`src/rtl/ps2_key_sequencer.sv`:
```
// ps2_key_sequencer: turns a stream of PS/2 scancode bytes into WASD key
// press/release events queued in a small FIFO. It also tracks which of the
// four keys are currently held.
// Build option: define PS2_TYPEMATIC_EN to queue every make byte, so that
// auto-repeats while a key is held are also queued. Without it, a make for a
// key that is already held is ignored.
//
// state   | meaning
// --------+------------------------------------------------------------
// IDLE    | no prefix pending; next plain byte is a make code
// BRK     | 0xF0 seen; next plain byte is a break code
// EXT     | 0xE0 seen; next plain byte is an extended make (dropped)
// EXT_BRK | 0xE0 and 0xF0 seen; next plain byte is an extended break (dropped)
module ps2_key_sequencer #(
    parameter int FIFO_DEPTH = 4
) (
    input  logic       clock,
    input  logic       reset,
    input  logic       scanValid,
    input  logic [7:0] scanCode,
    output logic       evtValid,
    input  logic       evtReady,
    output logic [7:0] evtCode,
    output logic       evtRelease,
    output logic [3:0] keyHeld,
    output logic       overflow
);

    localparam int PTR_W = $clog2(FIFO_DEPTH);
    localparam int CNT_W = PTR_W + 1;
    localparam logic [CNT_W-1:0] FULL_CNT = CNT_W'(FIFO_DEPTH);

    typedef enum logic [1:0] {IDLE, BRK, EXT, EXT_BRK} decState;

    decState          state;
    decState          stateNext;
    logic             evtFound;
    logic             evtIsBreak;
    logic [3:0]       keyOneHot;
    logic             qualified;
    logic             alreadyHeld;
    logic             pushReq;
    logic             pushOk;
    logic             pop;
    logic             full;
    logic [8:0]       fifoMem [FIFO_DEPTH];
    logic [PTR_W-1:0] rdPtr;
    logic [PTR_W-1:0] wrPtr;
    logic [CNT_W-1:0] count;
    logic [8:0]       head;

    // Decoder state register; only valid bytes move it.
    always_ff @(posedge clock) begin
        if (reset) state <= IDLE;
        else       state <= stateNext;
    end

    // Prefix tracking and detection of plain (non-prefix) make/break bytes.
    always_comb begin
        stateNext  = state;
        evtFound   = 1'b0;
        evtIsBreak = 1'b0;
        if (scanValid) begin
            case (state)
                IDLE: begin
                    if (scanCode == 8'hF0)      stateNext = BRK;
                    else if (scanCode == 8'hE0) stateNext = EXT;
                    else                        evtFound  = 1'b1;
                end
                BRK: begin
                    if (scanCode == 8'hE0) stateNext = EXT_BRK;
                    else if (scanCode != 8'hF0) begin
                        evtFound   = 1'b1;
                        evtIsBreak = 1'b1;
                        stateNext  = IDLE;
                    end
                end
                EXT: begin
                    if (scanCode == 8'hF0)      stateNext = EXT_BRK;
                    else if (scanCode != 8'hE0) stateNext = IDLE;
                end
                EXT_BRK: begin
                    if (scanCode != 8'hF0 && scanCode != 8'hE0) stateNext = IDLE;
                end
                default: stateNext = IDLE;
            endcase
        end
    end

    // Map the four tracked scancodes onto keyHeld bit positions (W A S D).
    always_comb begin
        keyOneHot = 4'b0000;
        case (scanCode)
            8'h1D:   keyOneHot = 4'b1000;
            8'h1C:   keyOneHot = 4'b0100;
            8'h1B:   keyOneHot = 4'b0010;
            8'h23:   keyOneHot = 4'b0001;
            default: keyOneHot = 4'b0000;
        endcase
    end

    assign qualified   = evtFound && (keyOneHot != 4'b0000);
    assign alreadyHeld = (keyHeld & keyOneHot) != 4'b0000;
`ifdef PS2_TYPEMATIC_EN
    assign pushReq = qualified;
`else
    assign pushReq = qualified && (evtIsBreak || !alreadyHeld);
`endif

    assign full     = (count == FULL_CNT);
    assign evtValid = (count != '0);
    assign pop      = evtValid && evtReady;
    assign pushOk   = pushReq && (!full || pop);
    assign head     = fifoMem[rdPtr];

    // Outputs come from stored entries; zeroed while the queue is empty.
    assign evtCode    = evtValid ? head[7:0] : 8'h00;
    assign evtRelease = evtValid ? head[8]   : 1'b0;

    // Held-key bitmap follows qualified events even when the FIFO drops them.
    always_ff @(posedge clock) begin
        if (reset) begin
            keyHeld <= 4'b0000;
        end else if (qualified) begin
            if (evtIsBreak) keyHeld <= keyHeld & ~keyOneHot;
            else            keyHeld <= keyHeld | keyOneHot;
        end
    end

    // Event FIFO: pointers wrap naturally, count separates full from empty.
    always_ff @(posedge clock) begin
        if (reset) begin
            rdPtr <= '0;
            wrPtr <= '0;
            count <= '0;
        end else begin
            if (pushOk) begin
                fifoMem[wrPtr] <= {evtIsBreak, scanCode};
                wrPtr          <= wrPtr + 1'b1;
            end
            if (pop) rdPtr <= rdPtr + 1'b1;
            case ({pushOk, pop})
                2'b10:   count <= count + 1'b1;
                2'b01:   count <= count - 1'b1;
                default: count <= count;
            endcase
        end
    end

    // Sticky flag for events lost to a full queue.
    always_ff @(posedge clock) begin
        if (reset)                         overflow <= 1'b0;
        else if (pushReq && full && !pop)  overflow <= 1'b1;
    end

endmodule
```
`config.mk`:
```
export PLATFORM = sky130hd
export DESIGN_NAME = ps2_key_sequencer
export DESIGN_NICKNAME = d
export VERILOG_FILES = /design/src/rtl/ps2_key_sequencer.sv
export SDC_FILE = /design/constraint.sdc
export NUM_CORES = 1
export LEC_CHECK = 0
export BUFFER_PORTS_ARGS = -buffer_cell sky130_fd_sc_hd__buf_2
export CELL_PAD_IN_SITES_DETAIL_PLACEMENT = 0
export CELL_PAD_IN_SITES_GLOBAL_PLACEMENT = 2
export CORE_ASPECT_RATIO = 1.4
export CORE_UTILIZATION = 40
export DETAILED_ROUTE_END_ITERATION = 8
export PLACE_DENSITY_LB_ADDON = 0.1
export SLEW_MARGIN = 20
export SYNTH_ARGS = -nofsm -noshare
export SYNTH_HDL_FRONTEND = slang
export SYNTH_SLANG_ARGS = --single-unit
```
`constraint.sdc`:
```
create_clock -name clock -period 3.4 [get_ports clock]
set_clock_uncertainty 0.05 [all_clocks]
set_input_delay 0.51 -clock clock [delete_from_list [all_inputs] [get_ports clock]]
set_output_delay 0.51 -clock clock [all_outputs]
set_load 0.05 [all_outputs]
```
## Word level (Yosys, flattened, before mapping)

Memory sizes are Yosys's and may differ from the RTL's. A register that Yosys moved wholly into a read port is not among the register bits.
Index checks and enable logic that the tools add are counted.

- Input port bits: 12
- Register bits after elaboration: 14
- Bits in writable memories: 36
- Memories kept: 1

Memory list:

| memory | words | width | read ports | clocked after Yosys merged registers in | write ports | RTL line | RTL |
|---|---|---|---|---|---|---|---|
| fifoMem | 4 | 9 | 1 | 1 | 1 | 46 | `logic [8:0] fifoMem [FIFO_DEPTH];` |

- Equal/unequal tests: 18
- Bitwise logic cells: 4
- $add $sub $neg: 4
- Muxes and demuxes: 26
- Reductions and logical operators: 18

Operator list:

| kind | count |
|---|---|
| 8-bit by 5-bit == test with 1-bit output (second input constant) | 3 |
| 2-bit 2-to-1 mux | 9 |
| 8-bit == test (second input constant) | 2 |
| 8-bit != test (second input constant) | 2 |
| 4-bit one-hot mux with 4 select lines | 1 |
| 1-bit 2-to-1 mux | 11 |
| 3-bit != test (second input constant) | 3 |
| 4-bit AND | 2 |
| 8-bit by 6-bit == test with 1-bit output (second input constant) | 1 |
| 8-bit 2-to-1 mux | 1 |
| 2-bit one-hot mux with 4 select lines | 1 |
| 4-bit nonzero test | 2 |
| 1-bit logical AND | 7 |
| 2-bit == test (second input constant) | 3 |
| 3-bit one-hot mux with 2 select lines | 1 |
| 5-bit AND reduction | 1 |
| 2-bit by 1-bit adder with 2-bit output (second input constant) | 2 |
| 2-bit by 1-bit == test with 1-bit output (second input constant) | 2 |
| 4-bit 2-to-1 mux | 1 |
| 4-bit NOT | 1 |
| 4-bit bitwise OR | 1 |
| 3-bit by 1-bit adder with 3-bit output (second input constant) | 1 |
| 3-bit == test (second input constant) | 1 |
| 1-bit logical NOT | 3 |
| 7 further kinds | 8 |

## Logic depth before layout (Yosys ltp)

- Word-level depth: 11
- Mapped depth: 12
- Mapped depth without buffers: 11

## Worst setup path after synthesis

No wires, ideal clock.

- Path type: input port to flip-flop
- From: input port scanCode[7]
- To: register count[1]
- Data arrival time: 2.783 ns
- Path buffers: 1
- Required time: 3.230 ns
- Cell stages on the path: 11
- Setup slack: 0.448 ns
- Cells stage by stage: or2_1 clkbuf_2 or4_4 a21o_4 nor2_2 nor2_1 fa_1 nand2b_1 a21oi_1 o21ba_1 a211o_1

- Longest elaborated chain between the ends: 10

Ends and longest elaborated chain:

| what | RTL line | RTL |
|---|---|---|
| start, declared | 20 | `input logic [7:0] scanCode,` |
| 8-bit by 6-bit == test with 1-bit output (tied with other cells) | 93 | `case (scanCode)` |
| 4-bit one-hot mux with 4 select lines (tied with other cells) | 93 |  |
| 4-bit AND (tied with other cells) | 103 | `assign alreadyHeld = (keyHeld & keyOneHot) != 4'b0000;` |
| 4-bit nonzero test (tied with other cells) | 103 |  |
| 1-bit logical NOT / 1-bit 2-to-1 mux (equally long branches) | 107, 63 |  |
| 1-bit logical OR / 1-bit logical AND (equally long branches) | 107, 102 |  |
| 1-bit logical AND * | 107 | `assign pushReq = qualified && (evtIsBreak \|\| !alreadyHeld);` |
| 1-bit logical AND * | 113 | `assign pushOk = pushReq && (!full \|\| pop);` |
| 2-bit by 1-bit == test with 1-bit output / 2-bit == test (equally long branches) | 142 | `case ({pushOk, pop})` |
| 3-bit one-hot mux with 2 select lines / 2-bit nonzero test (equally long branches) | -- |  |
| end signal, assigned | 143 | `2'b10: count <= count + 1'b1;` |
| end signal, assigned | 144 | `2'b01: count <= count - 1'b1;` |
| end signal, assigned | 145 | `default: count <= count;` |
| end, declared | 49 | `logic [CNT_W-1:0] count;` |

Mark *: on every way between the ends. The rest lies on a longest branch, timed or not.
A chain may end at the register's enable or synchronous reset.

## Worst setup path in the final report

- From: input port scanCode[7]
- To: register count[2]

The elaborated chain is that of the path after synthesis.

==> run metrics <==
outcome completed; clk buf depth 2; share of cells above drive strength 1 25.84%; initial antenna violation count 0; Post-Syn Instances 180; Fin. Hold Viols 0; DR WL/cell 17.12 µm; Post-CTS Resized 0; sequential-to-total area share from yosys stat 58.76%; area of the multi-input gates 933.4 µm²; DP Cell Count 269; largest area contributor in the netlist edfxtp_1; Slew @ Worst Pin between 0.7 and 0.8 ns; dpl cell area 2591 µm²; total CTS buffers 5; ys async rst share 0%; Synthesis Warnings 0; Max Cap Violations 0; Tot GR Track Use 17.17%; Hold Path Depth 1; Final period util 84.78%; CTS tree yes; vias in the first global route ~1500; setup TNS 0 ns; port bufs 26; Flop pwr share 59.2%; area delta synth->final 13.48%; HPWL after DPL 3425 µm; Clock Tree Root clkbuf_8; Synth top area share between 40% and 50%; Final Wtd Congestion about 0.86; Hold/Removal Path Class input pin to flip-flop; # hold bufs at CTS 0; most frequent cells in the layout 36 x edfxtp_1, 26 x buf_2, 16 x dfxtp_1; most common cell after layout, fill and taps aside edfxtp_1; # IOs 27; Post-synth EDFFs 36; clk sink count 52; global-route wire length before repair 7762 µm; fin crit period 2.882 ns; Reg area 1401 µm²; # nets final 225; cell area after layout 2706 µm²; Final setup viols 0; syn_area_per_cell 13.25 µm²; Leak Pwr 0.9744 nW; total power 1.144 mW; max-slew violations 0; die area 6279 µm²; vias about 1500; WP data arrival 3.06 ns; Max-Slew Margin vs Limit a little over half; synthesized flop and latch total 52; Yosys cell types 45; CP max FO 7; Max Fclk 346.9 MHz; crit start category input pin; Die X 67.26 µm; clk slew on worst S/H paths 0.10 ns; power per cell area between 400 and 500 nW/µm²; post-route insts no fill 277; P_int 0.9113 mW; Finished Core Util 47.94%; post-route ant nets 0; Place WS 0.2167 ns; unrepaired setup endpoints after global routing false; CTS H-tree depth 2; row cnt 32; Iter 0 DRT Violations 96; Peak VDD IR ~0.00025 V; switch share 20.30%; Clk pwr share between 30 and 40%; Net Count, Synth 197; DRC Markers 0; Crit Path Class input pin to flip-flop; reg2reg path depth 10; largest net degree at the start of global routing 20; combinational share of power between 3 and 4%; top_reg_cell synth edfxtp_1; Area contributors post-synth edfxtp_1 45%, dfxtp_1 13%, mux4_2 8.5%, and2_1 2.4%, nor2_1 2.4%; Layout fillers around 520; final wirelength 4743 µm; Congestion Overflow GR 0; DRT Pass-1 Iters 4; # Post-CTS Setup Buffers 0; Final WS setup 0.5176 ns; crit end category flip-flop; height of the die 93.36 µm; clk_lat worst skew 0.31 ns; DR vias/cell 5.430; WP data required 3.58 ns; Starting Density 42.24%; WHS ~0.39 ns; core area 5645 µm²; Sw Pwr 0.2322 mW; cell area after synthesis 2385 µm²; ant diodes 0
==> critical path, stage by stage <==
cell and delay, ns:
buf_2 0.13, or2_1 0.29, or4_4 0.53, a21o_4 0.26, nor2_2 0.16, nor2_1 0.08, fa_1 0.42, nor2b_1 0.17
o21ai_0 0.11, a21oi_1 0.14, o21ai_0 0.10, a31oi_1 0.14
==> routing by layer <==
metal | routed length, µm | vias to the layer above | global-route usage, %
met4 | 120 | 0 | 6.738
met3 | 139 | 8 | 3.049
met2 | 2581 | 26 | 31.67
li1 | - | 730 | -
met5 | 0 | - | 0
met1 | 1901 | 740 | 18.66
==> cell usage after synthesis, types with 2 or more instances <==
cell      instances
a211oi_1          3
mux2i_1           4
nor2_1           15
a21oi_1           6
clkbuf_1          6
edfxtp_1         36
nand2_1           5
nor4_1            5
nand4b_1          3
xor2_1            2
ha_1              4
o21ai_0           7
mux4_2            9
dfxtp_1          16
nand3_1           2
nand3b_1          2
nand2b_1          6
inv_1             5
nor3_1            4
a211o_1           3
or3_1             2
and3b_1           4
and2_1            9
==> kinds of logic (layout without fill, tap and decap cells) <==
| logic type | Yosys count | in the layout | share of synthesized area [%] |
|---|---|---|---|
| adders and majority gates | 5 | 5 | 2.938 |
| DFF | 52 | 52 | 58.76 |
| muxes | 13 | 13 | 10.18 |
| buffers and inverters | 13 | 42 | 2.098 |
| xor gates and xnor gates | 3 | 3 | 1.102 |
| AOI/OAI and AO/OA | 27 | 27 | 7.608 |
| and+or+nand+nor | 67 | 67 | 17.31 |
==> power by group through the flow <==
stage          clock network [mW]  registers (mW)  logic, mW
2_1_floorplan                   0           0.691     0.0211
3_3_place_gp                    0           0.691     0.0401
3_5_place_dp                    0           0.691     0.0417
4_1_cts                     0.438           0.677     0.0418
5_1_grt                     0.463           0.677     0.0463
6_report                    0.426           0.677     0.0413
==> final timing paths <==
path / to / startpoint / slack, ns
max reg2reg: count[1] / flip-flop / 0.95
min: fifoMem[0][7] / scanCode[7] / 0.39
max: count[2] / scanCode[7] / 0.52
min reg2reg: state[1] / state[1] / 0.41
==> area by class of cell <==
type	instances	area share, %
clock buffer	5	2.543
multi-input combinational	115	34.49
timing repair buffer	29	5.640
clock inverter	3	1.711
inverter	5	0.6935
sequential	52	51.78
tap	68	3.144
Note: power is estimated with default switching activity, not from simulation.
